`src/rtl/uart_in_byte_pkg.sv`:
```
`default_nettype none
// +----------------------------------------------------------------------+
// | Module   : uart_in_byte_pkg                                          |
// | Purpose  : Shared types and constants for the uart_in_byte console   |
// |            receiver: receiver FSM state encoding, register offsets   |
// |            within the block, and STATUS register bit positions.      |
// | Revision : 1.0 - initial release                                     |
// +----------------------------------------------------------------------+
package uart_in_byte_pkg;

    typedef enum logic [2:0] {
        ST_IDLE      = 3'd0,
        ST_START     = 3'd1,
        ST_DATA      = 3'd2,
        ST_STOP      = 3'd3,
        ST_WAIT_HIGH = 3'd4
    } rx_state_t;

    // Register offsets within the 8-byte block (low three address bits)
    localparam logic [2:0] DATA_OFF   = 3'h0;
    localparam logic [2:0] STATUS_OFF = 3'h4;

    // STATUS register bit positions
    localparam int NONEMPTY  = 0;
    localparam int FULL      = 1;
    localparam int OVERFLOW  = 2;
    localparam int FRAMING   = 3;
    localparam int COUNT_LSB = 8;

    // The STATUS count field is only four bits wide; deeper FIFOs report 15.
    function automatic logic [3:0] sat_count4(input logic [31:0] c);
        return (c > 32'd15) ? 4'hF : c[3:0];
    endfunction

endpackage : uart_in_byte_pkg
`default_nettype wire

```
`src/rtl/uart_in_byte_fifo.sv`:
```
`default_nettype none
// +----------------------------------------------------------------------+
// | Module   : byte_fifo                                                 |
// | Purpose  : Synchronous show-ahead FIFO. Pointers carry one extra     |
// |            wrap bit so full and empty are distinguished without a    |
// |            separate counter.                                         |
// | Ports    : clk, resetn (async, active low)                           |
// |            push/din  - write request and data                        |
// |            pop       - read request (dout already shows the head)    |
// |            dout      - head entry, meaningful only when !empty       |
// |            empty, full, count (0..DEPTH)                             |
// | Revision : 1.0 - initial release                                     |
// +----------------------------------------------------------------------+
module byte_fifo #(
    parameter int WIDTH = 8,
    parameter int DEPTH = 8
) (
    input  logic                     clk,
    input  logic                     resetn,
    input  logic                     push,
    input  logic                     pop,
    input  logic [WIDTH-1:0]         din,
    output logic [WIDTH-1:0]         dout,
    output logic                     empty,
    output logic                     full,
    output logic [$clog2(DEPTH):0]   count
);

    localparam int AW = $clog2(DEPTH);

    logic [WIDTH-1:0] r_mem [DEPTH];
    logic [AW:0]      r_wr_ptr;
    logic [AW:0]      r_rd_ptr;
    logic             w_do_push;
    logic             w_do_pop;

    assign empty = (r_wr_ptr == r_rd_ptr);
    assign full  = (r_wr_ptr[AW] != r_rd_ptr[AW]) &&
                   (r_wr_ptr[AW-1:0] == r_rd_ptr[AW-1:0]);
    assign count = r_wr_ptr - r_rd_ptr;
    assign dout  = r_mem[r_rd_ptr[AW-1:0]];

    // A pop frees the slot in the same cycle, so a simultaneous push into a
    // full FIFO is accepted. Popping an empty FIFO does nothing.
    assign w_do_pop  = pop & ~empty;
    assign w_do_push = push & (~full | w_do_pop);

    always_ff @(posedge clk or negedge resetn) begin
        if (!resetn) begin
            r_wr_ptr <= '0;
            r_rd_ptr <= '0;
        end else begin
            if (w_do_push) r_wr_ptr <= r_wr_ptr + 1'b1;
            if (w_do_pop)  r_rd_ptr <= r_rd_ptr + 1'b1;
        end
    end

    always_ff @(posedge clk) begin
        if (w_do_push) r_mem[r_wr_ptr[AW-1:0]] <= din;
    end

endmodule : byte_fifo
`default_nettype wire

```
`src/rtl/uart_in_byte.sv`:
```
`default_nettype none
// +----------------------------------------------------------------------+
// | Module   : uart_in_byte                                              |
// | Purpose  : Console input for the picorv32 system. Receives 8N1       |
// |            frames on rx, buffers bytes in a FIFO and exposes them    |
// |            as DATA (+0x0) and STATUS (+0x4) registers on the native  |
// |            mem_* bus.                                                |
// | Ports    : clk, resetn (async, active low), rx (async serial in)     |
// |            mem_valid/addr/wstrb/wdata -> mem_ready/mem_rdata         |
// |            in_byte/in_byte_en - per-byte strobe for monitoring       |
// |            irq - high while the FIFO holds data                      |
// | Revision : 1.0 - initial release                                     |
// +----------------------------------------------------------------------+
module uart_in_byte
    import uart_in_byte_pkg::*;
#(
    parameter int          CLK_DIV    = 104,
    parameter int          FIFO_DEPTH = 8,
    parameter logic [31:0] BASE_ADDR  = 32'h2000_0000
) (
    input  logic        clk,
    input  logic        resetn,
    input  logic        rx,
    input  logic        mem_valid,
    input  logic [31:0] mem_addr,
    input  logic [3:0]  mem_wstrb,
    input  logic [31:0] mem_wdata,
    output logic        mem_ready,
    output logic [31:0] mem_rdata,
    output logic [7:0]  in_byte,
    output logic        in_byte_en,
    output logic        irq
);

    localparam int CNT_W = $clog2(CLK_DIV);
    localparam int FCW   = $clog2(FIFO_DEPTH) + 1;
    localparam logic [CNT_W-1:0] c_full_bit = CNT_W'(CLK_DIV - 1);
    localparam logic [CNT_W-1:0] c_half_bit = CNT_W'(CLK_DIV / 2 - 1);

    // ---------------- receiver ----------------
    logic             r_rx_meta, r_rx_s;
    rx_state_t        r_state, w_state_next;
    logic [CNT_W-1:0] r_bit_cnt, w_cnt_next;
    logic [2:0]       r_bit_idx, w_idx_next;
    logic [7:0]       r_shift, w_shift_next;
    logic             w_push, w_frame_set;

    // ---------------- fifo / bus ----------------
    logic [7:0]       w_fifo_dout;
    logic             w_empty, w_full;
    logic [FCW-1:0]   w_count;
    logic             w_sel, w_rd, w_is_data, w_is_status, w_pop, w_status_wr;
    logic             w_ovf_set;
    logic [31:0]      w_status, w_rdata_next;
    logic             r_overflow, r_framing;
    logic             r_mem_ready;
    logic [31:0]      r_mem_rdata;
    logic [7:0]       r_in_byte;
    logic             r_in_byte_en;

    // Synchronizer idles high so reset does not look like a start bit.
    always_ff @(posedge clk or negedge resetn) begin
        if (!resetn) begin
            r_rx_meta <= 1'b1;
            r_rx_s    <= 1'b1;
        end else begin
            r_rx_meta <= rx;
            r_rx_s    <= r_rx_meta;
        end
    end

    always_ff @(posedge clk or negedge resetn) begin
        if (!resetn) begin
            r_state   <= ST_IDLE;
            r_bit_cnt <= '0;
            r_bit_idx <= '0;
            r_shift   <= '0;
        end else begin
            r_state   <= w_state_next;
            r_bit_cnt <= w_cnt_next;
            r_bit_idx <= w_idx_next;
            r_shift   <= w_shift_next;
        end
    end

    // Half-bit wait in START puts every later sample near mid-bit.
    always_comb begin
        w_state_next = r_state;
        w_cnt_next   = r_bit_cnt;
        w_idx_next   = r_bit_idx;
        w_shift_next = r_shift;
        w_push       = 1'b0;
        w_frame_set  = 1'b0;
        case (r_state)
            ST_IDLE: begin
                if (!r_rx_s) begin
                    w_state_next = ST_START;
                    w_cnt_next   = c_half_bit;
                end
            end
            ST_START: begin
                if (r_bit_cnt != '0) begin
                    w_cnt_next = r_bit_cnt - 1'b1;
                end else if (!r_rx_s) begin
                    w_state_next = ST_DATA;
                    w_cnt_next   = c_full_bit;
                    w_idx_next   = 3'd0;
                end else begin
                    w_state_next = ST_IDLE;
                end
            end
            ST_DATA: begin
                if (r_bit_cnt != '0) begin
                    w_cnt_next = r_bit_cnt - 1'b1;
                end else begin
                    w_shift_next = {r_rx_s, r_shift[7:1]};
                    w_cnt_next   = c_full_bit;
                    if (r_bit_idx == 3'd7) w_state_next = ST_STOP;
                    else                   w_idx_next   = r_bit_idx + 1'b1;
                end
            end
            ST_STOP: begin
                if (r_bit_cnt != '0) begin
                    w_cnt_next = r_bit_cnt - 1'b1;
                end else if (r_rx_s) begin
                    w_push       = 1'b1;
                    w_state_next = ST_IDLE;
                end else begin
                    w_frame_set  = 1'b1;
                    w_state_next = ST_WAIT_HIGH;
                end
            end
            ST_WAIT_HIGH: begin
                // Line held low (break): wait for idle so it is one error only.
                if (r_rx_s) w_state_next = ST_IDLE;
            end
            default: w_state_next = ST_IDLE;
        endcase
    end

    byte_fifo #(
        .WIDTH (8),
        .DEPTH (FIFO_DEPTH)
    ) u_fifo (
        .clk    (clk),
        .resetn (resetn),
        .push   (w_push),
        .pop    (w_pop),
        .din    (r_shift),
        .dout   (w_fifo_dout),
        .empty  (w_empty),
        .full   (w_full),
        .count  (w_count)
    );

    // Blocking the select while mem_ready is high prevents a second pop
    // when the master keeps mem_valid asserted through the acknowledge.
    assign w_sel       = mem_valid & ~r_mem_ready &
                         (mem_addr[31:3] == BASE_ADDR[31:3]);
    assign w_is_data   = ({mem_addr[2], 2'b00} == DATA_OFF);
    assign w_is_status = ({mem_addr[2], 2'b00} == STATUS_OFF);
    assign w_rd        = w_sel & (mem_wstrb == 4'b0000);
    assign w_pop       = w_rd & w_is_data;
    assign w_status_wr = w_sel & w_is_status & mem_wstrb[0];
    // When full, a same-cycle pop makes room, so only an unpaired push drops.
    assign w_ovf_set   = w_push & w_full & ~w_pop;

    always_comb begin
        w_status = '0;
        w_status[NONEMPTY]         = ~w_empty;
        w_status[FULL]             = w_full;
        w_status[OVERFLOW]         = r_overflow;
        w_status[FRAMING]          = r_framing;
        w_status[COUNT_LSB +: 4]   = sat_count4(32'(w_count));
    end

    always_comb begin
        w_rdata_next = '0;
        if (w_rd) begin
            if (w_is_status)   w_rdata_next = w_status;
            else if (!w_empty) w_rdata_next = {1'b1, 23'b0, w_fifo_dout};
        end
    end

    always_ff @(posedge clk or negedge resetn) begin
        if (!resetn) begin
            r_overflow   <= 1'b0;
            r_framing    <= 1'b0;
            r_mem_ready  <= 1'b0;
            r_mem_rdata  <= '0;
            r_in_byte    <= '0;
            r_in_byte_en <= 1'b0;
        end else begin
            // Set takes priority over a same-cycle write-one-to-clear.
            r_overflow   <= w_ovf_set |
                            (r_overflow & ~(w_status_wr & mem_wdata[OVERFLOW]));
            r_framing    <= w_frame_set |
                            (r_framing & ~(w_status_wr & mem_wdata[FRAMING]));
            r_mem_ready  <= w_sel;
            r_mem_rdata  <= w_rdata_next;
            r_in_byte_en <= w_push;
            if (w_push) r_in_byte <= r_shift;
        end
    end

    assign mem_ready  = r_mem_ready;
    assign mem_rdata  = r_mem_rdata;
    assign in_byte    = r_in_byte;
    assign in_byte_en = r_in_byte_en;
    assign irq        = ~w_empty;

    // Bits with no function in this block
    logic w_unused_bits;
    assign w_unused_bits = ^{mem_addr[1:0], mem_wstrb[3:1],
                             mem_wdata[31:4], mem_wdata[1:0]};

endmodule : uart_in_byte
`default_nettype wire

```
`config.mk`:
```
export PLATFORM = sky130hd
export DESIGN_NAME = uart_in_byte
export DESIGN_NICKNAME = d
export VERILOG_FILES = /design/src/rtl/uart_in_byte_pkg.sv /design/src/rtl/uart_in_byte_fifo.sv /design/src/rtl/uart_in_byte.sv
export SDC_FILE = /design/constraint.sdc
export NUM_CORES = 1
export LEC_CHECK = 0
export CAP_MARGIN = 40
export CELL_PAD_IN_SITES_DETAIL_PLACEMENT = 1
export CELL_PAD_IN_SITES_GLOBAL_PLACEMENT = 1
export CORE_MARGIN = 8
export CORE_UTILIZATION = 44
export DETAILED_ROUTE_END_ITERATION = 10
export PLACE_DENSITY = 0.87
export SLEW_MARGIN = 0
export SYNTH_ARGS = -nofsm -noshare
export SYNTH_HDL_FRONTEND = slang
export SYNTH_SLANG_ARGS = --single-unit
```
`constraint.sdc`:
```
create_clock -name clk -period 5.1 [get_ports clk]
set_input_delay 1.02 -clock clk [delete_from_list [all_inputs] [get_ports clk]]
set_output_delay 1.02 -clock clk [all_outputs]
set_load 0.01 [all_outputs]
```
==> results, run 1 <==
- The leading cell type by number of instances after synthesis is sky130_fd_sc_hd__edfxtp_1.
- The largest single stage delay on the critical path is 600 ps.
- At the later pin of the worst-skew pair, clock insertion delay measures 410 ps.
- The net count of the finished layout is 517.
- Walking the worst path, the cells encountered are inv_2, ha_1, nand4_1, clkdlybuf4s50_1.
- Setup repair after global routing left no endpoint under its margin.
- The final clock skew is 9.76 ps.
- Counting the buffers created by CTS gives 17.
- The mean instance size in the synthesized netlist is 14.7 sq um.
- The path class of the tightest hold or removal check is reg -> reg.
- Setup slack on the worst reg-to-reg path comes out at 2090 ps.
- The number of buffer cells added on primary ports is 63.
- Grouping stages by cell kind, the critical path spends the most delay in buffers and inverters.
- The H-tree generated during clock tree synthesis spans 4 levels.
- Sequential elements use 63.6% of the synthesized area.
- The first detailed-routing pass took 4 iterations.
- The number of antenna violations at the first check in global routing is 0.
- For this design, the slowest cell found on the critical path is sky130_fd_sc_hd__clkdlybuf4s50_1.
- The post-route setup TNS is 0 ps.
- The tool flagged a number of max-cap violations equal to 0.
- The row count is 40.
- The root buffer cell is sky130_fd_sc_hd__clkbuf_16.
- At the worst endpoint, the required time is 4080 ps.
- In the post-synthesis netlist, the biggest area contributors are sky130_fd_sc_hd__edfxtp_1 (37%), sky130_fd_sc_hd__dfrtp_1 (26%), sky130_fd_sc_hd__mux4_2 (6.9%).
- STA classifies the critical path endpoint as an output pin.
- Global routing used 17.8% of the available tracks.
- The number of cells on the worst reg-to-reg path is 9.
- The flop and latch count out of synthesis is 120.
- After clock tree synthesis, the setup repair step added 0 buffers.
- The detailed router finished its first iteration with 173 violations.
- For this run, the top clock speed supported by timing is 283 MHz.
- The wire length of the first global-routing pass is 21,200 microns.
- The placed instances occupy a cell area of 5960 sq um.
- The post-cts repair resize count is 0.
- The final HPWL from detailed placement is 8650 microns.
- The number of enable-type register cells in the synthesized netlist is 64.
- The die is 125 microns tall.
- The maximum buffer depth of the clock tree is 2.
- The number of synthesis warnings is 0.
- The smallest clock period supported by the final layout is computed as 3540 ps.
- Synthesis handed over a netlist of 355 instances.
- The count of vias placed by the detailed router is 3,256.
- The power density relative to cell area is 363 nW/um^2.
- Summed over all layers, the global routing overflow is 0.
- After detailed routing, the total wire length is 13,700 microns.
- The overall die area is 15,600 sq um.
- The width of the chip is 125 microns.
- Entering global routing, the biggest net connects 57 pins.
- In this run the static leakage power is 2.81 nW.
- At the end of routability-driven placement, the weighted congestion stood at 0.805.
- The max-slew violation count is 0.
- After routing the design area is 6650 sq um.
- The non-filler instance count after layout is 595.
- Clock-pin slew was measured on the worst setup and hold paths at 60 ps.
- Among all flip-flop cells after synthesis, the most frequent one is sky130_fd_sc_hd__edfxtp_1.
- The flow ran to the end, and the final reports show no timing, DRC or antenna violations.
- STA classifies the critical path startpoint as a flip-flop.
- In this run, post-CTS hold repair placed 0 buffers.
- In the final layout, the share of cells above drive strength 1 is 20.5%.
- The path with the worst hold slack has its endpoint at r_rx_s.
- The final worst-path cycle share is 69.4%.
- The count of buffer and inverter cells on the critical path is 2.
- The number of placed cells counting well taps is 560.
- Of all flip-flops after synthesis, the portion carrying an async set or reset was 46.7%.
- The critical path class is reg -> out.
- The critical hold path startpoint is r_rx_meta.
- Setup violations remaining at the end of the flow were counted as 0.
- The clock net sink count is 120.
- For the pin with the worst max-slew slack, the measured transition is 803 ps.
- The number of hold violations in the final report is 0.
- TritonCTS built the clock tree.
- The netlist uses 56 different library cells.
- The number of global-route vias before repair was 3,639.
- The arrival time at the worst endpoint is 2520 ps.
- The beginning of the worst register-to-register path is r_bit_cnt[0].
- 115 I/O pins were placed.
- After detailed routing, the average wire length per cell comes to 23.1 microns.
- By count the netlist is led by sky130_fd_sc_hd__edfxtp_1 (64), sky130_fd_sc_hd__dfrtp_1 (54), sky130_fd_sc_hd__buf_4 (20), sky130_fd_sc_hd__nand2_1 (20), sky130_fd_sc_hd__nor2_1 (19).
- The worst max-slew margin expressed relative to the limit is 46.1%.
- The antenna violation net count after detailed routing is 0.
- The count of unresolved DRC violations after routing is 0.
- The cell type with the largest total area after synthesis is sky130_fd_sc_hd__edfxtp_1.
- The area share of the largest cell type after synthesis is 36.7%.
- The post-synthesis instance area is 5230 sq um.
- Of all nets on the critical path, the largest fanout is 9.
- The area growth from synthesis to layout is 27.2%.
- The post-route worst hold slack is 356 ps.
- The core region is 11,800 sq um.
- The antenna cell count is 0.
- The capturing point of the worst reg2reg path is u_fifo.r_mem[0][3].
- The maximum vdd drop is 0.261 mV.
- The detailed-route vias per instance is 5.47.
- The cell depth of the worst min-delay path is 0.
- Once the floorplan was initialized, standard cells occupied 44.3% of the core.
-- worst max path at each step --
stage,startpoint,to,cells after the start
finish,u_fifo.r_rd_ptr[2],irq,4
global route,u_fifo.r_rd_ptr[2],irq,4
CTS,mem_wstrb[0],u_fifo.r_mem[3][5],6
detailed placement,mem_wstrb[0],u_fifo.r_mem[3][5],6
global placement,mem_wstrb[0],u_fifo.r_mem[7][3],6
floorplan,mem_addr[4],u_fifo.r_mem[0][0],5
-- state kept, by name, summed over array words and instances, names as in the netlist --
| name | cells |
|---|---|
| r_rx_s | 1 |
| u_fifo.r_wr_ptr | 4 |
| r_bit_idx | 3 |
| in_byte | 8 |
| u_fifo.r_mem | 64 |
| r_bit_cnt | 7 |
| mem_rdata | 13 |
| in_byte_en | 1 |
| r_state | 3 |
| r_overflow | 1 |
| r_shift | 8 |
| r_framing | 1 |
| r_rx_meta | 1 |
| u_fifo.r_rd_ptr | 4 |
| mem_ready | 1 |
-- metal layers --
metal	GRT usage (%)	up-vias	wire [microns]
met5	0	-	0
met4	7.88	0	386
met3	4.72	31	773
met2	31.7	129	7290
met1	19.5	1653	5280
li1	-	1443	-
-- placed cells by master, fill, tap and decap left out, types with 2 or more instances in the layout --
master                            instances
sky130_fd_sc_hd__mux2_2                  17
sky130_fd_sc_hd__nor4b_1                  2
sky130_fd_sc_hd__nand2b_1                 2
sky130_fd_sc_hd__bufinv_16                5
sky130_fd_sc_hd__a31oi_1                  4
sky130_fd_sc_hd__nand2_1                 20
sky130_fd_sc_hd__nor3_1                   8
sky130_fd_sc_hd__o21ai_0                 10
sky130_fd_sc_hd__o211ai_1                 2
sky130_fd_sc_hd__inv_1                   16
sky130_fd_sc_hd__dfstp_2                  2
sky130_fd_sc_hd__nand3_1                  8
sky130_fd_sc_hd__mux2_4                   2
sky130_fd_sc_hd__dfrtp_1                 54
sky130_fd_sc_hd__nor2_1                  19
sky130_fd_sc_hd__conb_1                  19
sky130_fd_sc_hd__clkbuf_16               18
sky130_fd_sc_hd__inv_6                    3
sky130_fd_sc_hd__a21o_1                   3
sky130_fd_sc_hd__nor4_1                   7
sky130_fd_sc_hd__mux4_2                  16
sky130_fd_sc_hd__xnor2_1                  8
sky130_fd_sc_hd__clkinvlp_4               3
sky130_fd_sc_hd__clkdlybuf4s50_1         62
sky130_fd_sc_hd__buf_4                   10
sky130_fd_sc_hd__a21oi_1                  8
sky130_fd_sc_hd__edfxtp_1                64
sky130_fd_sc_hd__nand4_1                  5
sky130_fd_sc_hd__a22o_1                   4
sky130_fd_sc_hd__mux2i_1                  3
sky130_fd_sc_hd__a21boi_0                 2
sky130_fd_sc_hd__o22ai_1                  3
sky130_fd_sc_hd__ha_1                     9
sky130_fd_sc_hd__xor2_1                   2
-- report_power, final --
| part | switching [mW] | total (mW) | leakage, nW | internal [mW] |
|---|---|---|---|---|
| clock network | 0.446 | 1.34 | 0.316 | 0.899 |
| logic | 0.0235 | 0.0517 | 0.991 | 0.0282 |
| registers | 0.000998 | 1.02 | 1.50 | 1.02 |
-- per-stage QoR --
step / power [mW] / utilization [%] / setup slack (ps)
finish: 2.41 / 56.3 / 1560
global route: 2.46 / 56.3 / 1430
CTS: 2.43 / 56.1 / 1440
detailed placement: 1.09 / 50.5 / 1150
global placement: 1.08 / 50.3 / 1250
floorplan: 1.06 / - / 1790
-- logic make-up (layout without fill, tap and decap cells) --
| kind of cell | after synthesis | count (layout) | share of synthesized area [%] |
|---|---|---|---|
| buffers and inverters | 48 | 123 | 5.52 |
| AOI/OAI and AO/OA | 45 | 45 | 6.15 |
| adders and majority gates | 10 | 10 | 2.53 |
| other | 1 | 19 | 0.0717 |
| DFF | 120 | 120 | 63.6 |
| and+or+nand+nor | 83 | 83 | 8.80 |
| xor gates and xnor gates | 10 | 10 | 1.67 |
| muxes | 38 | 38 | 11.7 |
-- cell type report --
type                       count  area (sq um)
sequential                   120          3330
tap                          147           184
timing repair buffer          74           728
clock buffer                  18           450
inverter                      17          63.8
fill                        1147          5160
multi-input combinational    205          1690
clock inverter                14           216
-- worst register-to-register path, stage by stage, from the launching register on --
cell	delay (ps)
sky130_fd_sc_hd__dfrtp_1	410
sky130_fd_sc_hd__inv_1	130
sky130_fd_sc_hd__ha_1	170
sky130_fd_sc_hd__nor4b_4	270
sky130_fd_sc_hd__and2_1	340
sky130_fd_sc_hd__and4_1	340
sky130_fd_sc_hd__buf_4	290
sky130_fd_sc_hd__o21ai_4	140
sky130_fd_sc_hd__nor4_1	310
sky130_fd_sc_hd__buf_4	290
(Power assumes the default switching activity.)
==> inputs of run 2 (changes only) <==
--- a/config.mk
+++ b/config.mk
@@ -9,9 +9,9 @@
 export CELL_PAD_IN_SITES_DETAIL_PLACEMENT = 1
 export CELL_PAD_IN_SITES_GLOBAL_PLACEMENT = 1
 export CORE_MARGIN = 8
-export CORE_UTILIZATION = 44
+export CORE_UTILIZATION = 41
 export DETAILED_ROUTE_END_ITERATION = 10
-export PLACE_DENSITY = 0.87
+export PLACE_DENSITY = 0.82
 export SLEW_MARGIN = 0
 export SYNTH_ARGS = -nofsm -noshare
 export SYNTH_HDL_FRONTEND = slang
==> constraint.sdc (replaced) <==
create_clock -name clk -period 3.7 [get_ports clk]
set_input_delay 0.74 -clock clk [delete_from_list [all_inputs] [get_ports clk]]
set_output_delay 0.74 -clock clk [all_outputs]
set_load 0.01 [all_outputs]
==> results, run 2 (synthesis results as in run 1) <==
- Entering global routing, the biggest net connects 24 pins.
- The library cells used most frequently in the layout, excluding fill and tap cells, are sky130_fd_sc_hd__edfxtp_1 (64), sky130_fd_sc_hd__clkdlybuf4s50_1 (62), sky130_fd_sc_hd__dfrtp_1 (54).
- The initial utilization of the core area, before any placement, comes to 41.8%.
- The count of unresolved DRC violations after routing is 0.
- Routability-driven placement finished with a final weighted congestion of 0.807.
- The clock transition time at the flip-flop clock pins of the worst setup and hold paths is 50 ps.
- The critical path class is reg -> out.
- The total overflow left after global routing is 0.
- In the final routed layout, each cell accounts on average for 22.2 microns.
- The number of buffer cells added on primary ports is 63.
- In this run the deepest clock path goes through 2 buffers.
- The post-cts hold buffer count is 0.
- The tree built by TritonCTS fans out to 120 sinks.
- The aggregate global-route resource usage is 17.7%.
- At the end of the flow, the number of nets in the layout was 521.
- The final worst-path cycle share is 83.2%.
- The max-slew violation count is 0.
- Summing internal, switching and leakage power gives 3.02 mW.
- The die span in y is 129 microns.
- The standby leakage power is 2.78 nW.
- The worst register-to-register path has a depth of 8.
- The overall routed net length is 13,800 microns.
- The worst setup path is launched from a flip-flop.
- The DRC violation total after the first TritonRoute iteration is 205.
- The transition time of the tightest slew-check pin is 648 ps.
- The critical path endpoint is irq.
- The kind of cell with the highest combined delay along the critical path is buffers and inverters.
- Once the clock tree was built, the setup fixing pass inserted 0 buffers.
- The final clock skew is 7.53 ps.
- For this design the ratio of total power to cell area is 458 nW/um^2.
- In this run the remaining antenna-violating nets after routing total 0.
- STA puts the critical path data arrival time at 2340 ps.
- The flow ran to the end, and the final reports show no timing, DRC or antenna violations.
- The root buffer cell is sky130_fd_sc_hd__clkbuf_16.
- Tracing the worst setup path back leads to its startpoint at u_fifo.r_rd_ptr[2].
- The stage delay of the slowest cell on the critical path is 580 ps.
- The register with the most flip-flops in the layout has 64 of them.
- The commonest non-fill, non-tap cell in the layout is sky130_fd_sc_hd__edfxtp_1.
- The required time at the worst-slack endpoint is 2960 ps.
- The post-route minimum period is 3080 ps.
- The fill cell total of the finished layout is 1,248.
- The row count is 41.
- The worst hold path belongs to the class in -> async.
- The final HPWL from detailed placement is 9220 microns.
- The later pin in the worst-skew pair is clocked with a latency of 410 ps.
- The clock tree synthesis step divided the H-tree into 4 levels.
- The number of buffers added by the clock tree synthesis step is 17.
- The maximum vdd drop is 0.317 mV.
- In this run the worst path has a maximum fanout of 9.
- The width of the chip is 129 microns.
- Traced cell by cell, the critical path runs through inv_2, ha_1, nand4_1, clkdlybuf4s50_1.
- The max-capacitance violation count is 0.
- The worst register-to-register path begins at r_bit_cnt[0].
- The number of hold violations in the final report is 0.
- In this run the standard cell core region covers 12,500 sq um.
- The internal reg-to-reg setup slack is 950 ps.
- The antenna cell count is 0.
- The total stage count of the critical path is 4.
- The capturing point of the worst reg2reg path is u_fifo.r_mem[4][3].
- The final route contains 3,252 vias.
- The first global-routing pass estimated 21,900 microns of wire.
- The count of buffer and inverter cells on the critical path is 2.
- Of the cells placed in the final design, the portion with a size suffix greater than 1 is 20.4%.
- The number of global-route vias before repair is 3,715.
- Setup repair after global routing left no endpoint under its margin.
- The I/O pin count is 115.
- STA classifies the critical path endpoint as an output pin.
- The number of antenna violations at the first check in global routing came to 0.
- In this run, post-CTS repair resized a total of 0 instances.
- Setup total negative slack on the finished layout was measured at 0 ps.
- The die covers 16,600 sq um.
- Based on the critical path, the design can be clocked at up to 325 MHz.
- The area growth from synthesis to layout is 26.0%.
- Among all stages on the critical path, the largest delay is contributed by sky130_fd_sc_hd__dfrtp_1.
- TritonCTS built the clock tree.
- The number of setup violations in the final report is 0.
- In this run the tightest slew margin relative to its limit is 56.6%.
- The detailed-route vias per instance is 5.21.
- The number of detailed-route iterations in the first pass is 4.
[run 2: worst min-delay path by stage]
stage              start         end  cells after the start
2_1_floorplan  r_rx_meta      r_rx_s                      0
3_3_place_gp   r_rx_meta      r_rx_s                      0
3_5_place_dp   r_rx_meta      r_rx_s                      0
4_1_cts           resetn  in_byte[4]                      1
5_1_grt           resetn  in_byte[4]                      1
6_report          resetn  in_byte[4]                      1
[run 2: metal layers]
metal | vias to the layer above | track usage, % | wire length (microns) | share of wire, %
li1 | 1454 | - | - | -
met1 | 1699 | 19.8 | 5420 | 39
met2 | 79 | 31.5 | 7630 | 55
met3 | 20 | 3.06 | 516 | 3.7
met4 | 0 | 9.26 | 252 | 1.8
met5 | - | 0 | 0 | 0
[run 2: per-stage QoR]
stage               area (sq um)  setup WS (ps)  util [%]  hold WS, ps  std cells
global route                6590            534      52.7          335        624
detailed placement          6040            573      48.3          351        592
global placement            6020            665      48.1          347        591
CTS                         6590            603      52.7          309        624
finish                      6590            620      52.7          303        624
floorplan                   5300            622         -          345        373
[run 2: where the power goes]
| part | leakage (nW) | internal [mW] | switching [mW] |
|---|---|---|---|
| logic | 1.01 | 0.0411 | 0.0334 |
| registers | 1.50 | 1.40 | 0.00132 |
| clock network | 0.264 | 0.967 | 0.576 |
| total | 2.78 | 2.41 | 0.611 |
[run 2: area by class of cell]
cell class / count / area (sq um) / share of cell area [%]
clock buffers: 23 / 478 / 7.25
repair buffers: 78 / 751 / 11.4
clock inverters: 9 / 75.1 / 1.14
flip-flops and latches: 120 / 3330 / 50.4
multi-input cells: 205 / 1690 / 25.6
inverters: 17 / 63.8 / 0.968
well taps: 172 / 215 / 3.26
